===== src/rtl/mc_datapath.sv =====
// mc_datapath: multi-cycle MIPS-subset datapath; define MC_DATAPATH_BNE_EN to enable bne (opcode 0x05)
module mc_datapath #(
  parameter int DATA_W = 32,
  parameter int NREG = 32
) (
  input  logic              clk,
  input  logic              rst,
  output logic [DATA_W-1:0] imem_addr,
  input  logic [31:0]       imem_rdata,
  output logic              dmem_req,
  output logic              dmem_we,
  output logic [DATA_W-1:0] dmem_addr,
  output logic [DATA_W-1:0] dmem_wdata,
  input  logic [DATA_W-1:0] dmem_rdata,
  input  logic              dmem_ready,
  output logic [DATA_W-1:0] pc,
  output logic              retire,
  output logic              halted
);
  localparam int RW = $clog2(NREG);
  typedef enum logic [2:0] {FETCH, DECODE, EXEC, MEM, WB, HALT} state_t;
  state_t state;
  logic [31:0] ir;
  logic [DATA_W-1:0] a, b, alu_out, mdr, imm, alu, wb_val;
  logic [DATA_W-1:0] rf [NREG];
  logic [5:0] op, fn;
  logic [RW-1:0] rs, rt, rd, wb_idx;
  logic r_ok, is_bne, is_br, is_j, is_mem, is_halt, supported, br_take;
  assign op = ir[31:26];
  assign fn = ir[5:0];
  assign rs = ir[21 +: RW];
  assign rt = ir[16 +: RW];
  assign rd = ir[11 +: RW];
  assign imm = {{(DATA_W-16){ir[15]}}, ir[15:0]};
  assign r_ok = op == 6'h00 && (fn == 6'h20 || fn == 6'h22 || fn == 6'h24 || fn == 6'h25 || fn == 6'h2A);
`ifdef MC_DATAPATH_BNE_EN
  assign is_bne = op == 6'h05;
`else
  assign is_bne = 1'b0;
`endif
  assign is_br = op == 6'h04 || is_bne;
  assign is_j = op == 6'h02;
  assign is_mem = op == 6'h23 || op == 6'h2B;
  assign is_halt = op == 6'h3F;
  assign supported = r_ok || op == 6'h08 || is_mem || is_br || is_j;
  assign br_take = is_bne ? a != b : a == b;
  always_comb begin
    alu = a + b;
    if (op != 6'h00) alu = a + imm;
    else if (fn == 6'h22) alu = a - b;
    else if (fn == 6'h24) alu = a & b;
    else if (fn == 6'h25) alu = a | b;
    else if (fn == 6'h2A) alu = {{(DATA_W-1){1'b0}}, $signed(a) < $signed(b)};
  end
  assign wb_idx = op == 6'h00 ? rd : rt;
  assign wb_val = op == 6'h23 ? mdr : alu_out;
  assign imem_addr = pc;
  assign dmem_req = state == MEM;
  assign dmem_we = state == MEM && op == 6'h2B;
  assign dmem_addr = alu_out;
  assign dmem_wdata = b;
  assign halted = state == HALT;
  // last cycle of each instruction class; halt retires in its DECODE cycle like a NOP
  assign retire = state == WB || (state == DECODE && !supported) || (state == EXEC && (is_br || is_j))
                  || (state == MEM && op == 6'h2B && dmem_ready);
  always_ff @(posedge clk) begin
    if (rst) begin
      state <= FETCH;
      pc <= '0;
      ir <= '0;
      a <= '0;
      b <= '0;
      alu_out <= '0;
      mdr <= '0;
      for (int i = 0; i < NREG; i++) rf[i] <= '0;
    end else begin
      case (state)
        FETCH: begin
          ir <= imem_rdata;
          pc <= pc + DATA_W'(4);
          state <= DECODE;
        end
        DECODE: begin
          a <= rf[rs];
          b <= rf[rt];
          state <= is_halt ? HALT : supported ? EXEC : FETCH;
        end
        EXEC: begin
          alu_out <= alu;
          if (is_br && br_take) pc <= pc + {imm[DATA_W-3:0], 2'b00};
          if (is_j) pc <= {pc[DATA_W-1:28], ir[25:0], 2'b00};
          state <= (is_br || is_j) ? FETCH : is_mem ? MEM : WB;
        end
        MEM: if (dmem_ready) begin
          mdr <= dmem_rdata;
          state <= op == 6'h23 ? WB : FETCH;
        end
        WB: begin
          if (wb_idx != '0) rf[wb_idx] <= wb_val;
          state <= FETCH;
        end
        default: state <= HALT;
      endcase
    end
  end
endmodule


===== config.mk =====
export PLATFORM = sky130hd
export DESIGN_NAME = mc_datapath
export DESIGN_NICKNAME = d
export VERILOG_FILES = /design/src/rtl/mc_datapath.sv
export SDC_FILE = /design/constraint.sdc
export NUM_CORES = 2
export LEC_CHECK = 0
export CAP_MARGIN = 20
export CORE_ASPECT_RATIO = 0.5
export CORE_UTILIZATION = 35
export CTS_CLUSTER_DIAMETER = 50
export DETAILED_ROUTE_END_ITERATION = 6
export PLACE_DENSITY = 0.6
export SETUP_SLACK_MARGIN = 0.5
export SLEW_MARGIN = 20
export SYNTH_ARGS = -nofsm -noshare
export SYNTH_HDL_FRONTEND = slang
export SYNTH_SLANG_ARGS = --single-unit

===== constraint.sdc =====
create_clock -name clk -period 3.7 [get_ports clk]
set_input_delay 0.74 -clock clk [delete_from_list [all_inputs] [get_ports clk]]
set_output_delay 0.74 -clock clk [all_outputs]
set_load 0.05 [all_outputs]

==> flow_summary.toml <==
[clock_network]
cts_max_level = 4
cts_sinks = 1217
cts_tree = "built"
clk_latency_ps = 790
cts_hold_buf = 0
cts.path.max_buffers = 3
cts_buffers = 138
clk_pin_slew_worst_paths_ps = 60
root_buffer = "clkbuf_16"

[critical_path]
crit_fanout = 3
path_cells = "nor3b_4 -> and3_4 -> nor2_4 -> nand2_4 -> a311oi_4 -> a21oi_2 -> o221ai_2 -> buf_12"
worstSetupEndpointType = "output port"
required_ps = 2960
critPathSlowestCell = "dfxtp_4"
cp-startpoint = "ir[5]$_SDFFE_PP0P_"
crit_buf_inv = 1
critPathArrivalTime_ps = 2560
crit_type = "reg -> out"
max_stage_delay_ps = 340
r2r_start = "a[17]$_SDFFE_PP0N_"
reg2reg_slack_ps = 570
path_delay_family = "compound AO/OA/AOI/OAI gates"
startpoint_type = "flip-flop"

[logic_synthesis]
syn_inst = 5470
yosys_warnings = 0
ys_seq_elements = 1217
synth_flop_cell = "edfxtp_1"
synth_cell_type_count = 76
synth_area_leader_cell = "edfxtp_1"
syn_area_um2 = 67820
synth_area_leaders = "edfxtp_1 (45%), mux4_2 (21%), nor2_1 (6.9%), dfxtp_1 (5.7%), ha_1 (3.0%)"
synth_top_area_share_pct = 45.34
synth_edf_count = 1024
async_flop_share_pct = 0
synth_seq_area_share_pct = 51.04
avgSynthCellArea_um2 = 12.40

[power_and_ir_drop]
p_per_area_nw_per_um2 = 479.3
peakVddDrop_v = 0.0005041
p_leak_nw = 26.71
finalPower_mw = 38.69

[drt]
ant_nets = 0
drt_iter0_drc = 6802
vias = 50200
viasPerCell = 5.968
route.detailed.drc = 0
firstDrtPassIters = 5
wire_per_inst_um = 29.56
wl_mm = 248.6

[cells_and_area]
fin_area_um2 = 80720
nNetsFinal = 5943
drive_gt1_share_pct = 26.05
finish.utilization_pct = 42.23
area_growth_pct = 19.02

[grt]
grt_pass1_vias = 48350
grt_overflow = 0
grt_pass1_wl_mm = 351.7
antenna_found_initial = 15
grt_max_degree = 101
track_usage_pct = 24.96

[floorplanning]
start_util_pct = 35.48
std_cell_rows = 113
die_area_um2 = 195600
die_x_um = 624.5
coreArea_um2 = 191200
io_pins = 199
die_y_um = 313.3

[sta]
finalSetupViolCount = 0
drv_slew = 0
slew_headroom_pct = 30.43
finalSetupTns_ps = 0
fmax_ghz = 0.3032
rsz0062_at_grt = "yes"
worstMarginPinSlew_ps = 1044
min_period_ps = 3298
period_share_pct = 89.12
fin_skew_ps = 31.60
hold_viol = 0

[worst_hold_path]
worst_hold_path_type = "reg -> reg"
hp-start = "mdr[20]$_SDFFE_PP0P_"

[run_status]
status = "finished, final reports clean"

[placed_design]
placed_cell_area_um2 = 75100
hpwl_mm = 166.4
port_buffers = 194
gp_congestion = 0.9360

[flow_run]
cap_violations = 0
[state kept, by name (all words and copies together), names as in the netlist]
signal      count
dmem_wdata     32
imem_addr      30
a              32
ir             32
mdr            32
dmem_addr      32
rf           1024
state           3
[per-layer routing]
metal / part of all wire [%] / GRT usage (%) / up-vias
met3: 13 / 7.184 / 490
li1: - / - / 21000
met1: 38 / 33.36 / 25600
met5: 0.029 / 0 / -
met2: 45 / 38.46 / 3096
met4: 3.9 / 9.678 / 10
[where the power goes]
group	internal, mW	switching, mW
sequential	15.4	0.564
clock	7.84	6.05
combinational	3.59	5.24
total	26.8	11.9
[Yosys cell counts (18+ instances only)]
cell type / count
dfxtp_1: 193
xor2_1: 30
o21bai_1: 24
and2_1: 22
clkbuf_1: 416
o22ai_1: 22
nor3_1: 53
nand2_1: 367
a21oi_1: 234
a211oi_1: 75
ha_1: 161
nand2b_1: 54
o211ai_1: 21
a31oi_1: 20
buf_1: 62
buf_4: 34
xnor2_1: 49
nand3_1: 47
o21ai_0: 130
mux4_2: 640
inv_1: 139
and3_1: 18
a21o_1: 41
edfxtp_1: 1024
nor2_1: 1239
mux2i_1: 97
a311oi_1: 43
[path summary, 6_finish.rpt]
| path | endpoint | cells past startpoint |
|---|---|---|
| setup / recovery | retire | 8 |
| hold reg to reg | mdr[20]$_SDFFE_PP0P_ | 2 |
| hold / removal | mdr[20]$_SDFFE_PP0P_ | 2 |
| setup reg to reg | imem_addr[18]$_SDFFE_PP0P_ | 10 |
[cell usage in the layout, fill, tap and decap left out, drive strengths merged, types with 75 or more instances in the layout]
master,instances
a211oi,75
mux2i,97
clkbuf,174
clkdlybuf4s50,187
nand2,367
dfxtp,193
inv,158
mux4,640
a21oi,235
ha,161
o21ai,133
buf,392
edfxtp,1024
nor2,1239
[stage by stage]
stage	hold slack (ps)	worst slack (ps)	std cells
after floorplan	436.0	520.4	5505
after global placement	476.1	-25.40	8121
after detailed placement	480.3	-38.98	8121
after CTS	449.2	326.4	8380
after global routing	485.4	344.7	8408
final	487.6	402.4	8410
[final cells by class]
class	instances	area, um2
diodes	3	7.507
clock buffers	173	3637
clock inverters	76	828.3
fillers	17570	110400
inverters	142	544.3
multi-input cells	3628	32040
flip-flops and latches	1217	34750
well taps	2587	3237
repair buffers	584	5664
[worst reg2reg max path, cell delays in order, from the launching register on]
cell,delay (ps)
dfxtp_4,370
inv_1,80
ha_4,250
or4_4,560
nor3_4,230
nand2_2,120
or4_4,520
a21boi_4,270
buf_8,180
a21oi_1,70
a2111oi_1,350
[logic make-up (layout without fill, tap and decap cells)]
| family | after synthesis | in the layout | synth area share [%] |
|---|---|---|---|
| AOI/OAI and AO/OA | 738 | 738 | 7.059 |
| and+or+nand+nor | 1873 | 1873 | 11.25 |
| muxes | 737 | 737 | 22.69 |
| adders and majority gates | 165 | 165 | 3.088 |
| buffers and inverters | 660 | 975 | 3.852 |
| other | 1 | 39 | 0.005530 |
| xor gates and xnor gates | 79 | 79 | 1.020 |
| DFF | 1217 | 1217 | 51.04 |
[timing repair]
action | in CTS | in global routing
setup buffers | 10 | 26
resized for setup | 97 | 124
cloned | 0 | 1
pin swaps | 20 | 48
endpoints found under the setup margin | 437 | 52
Note: power is estimated with default switching activity, not from simulation.
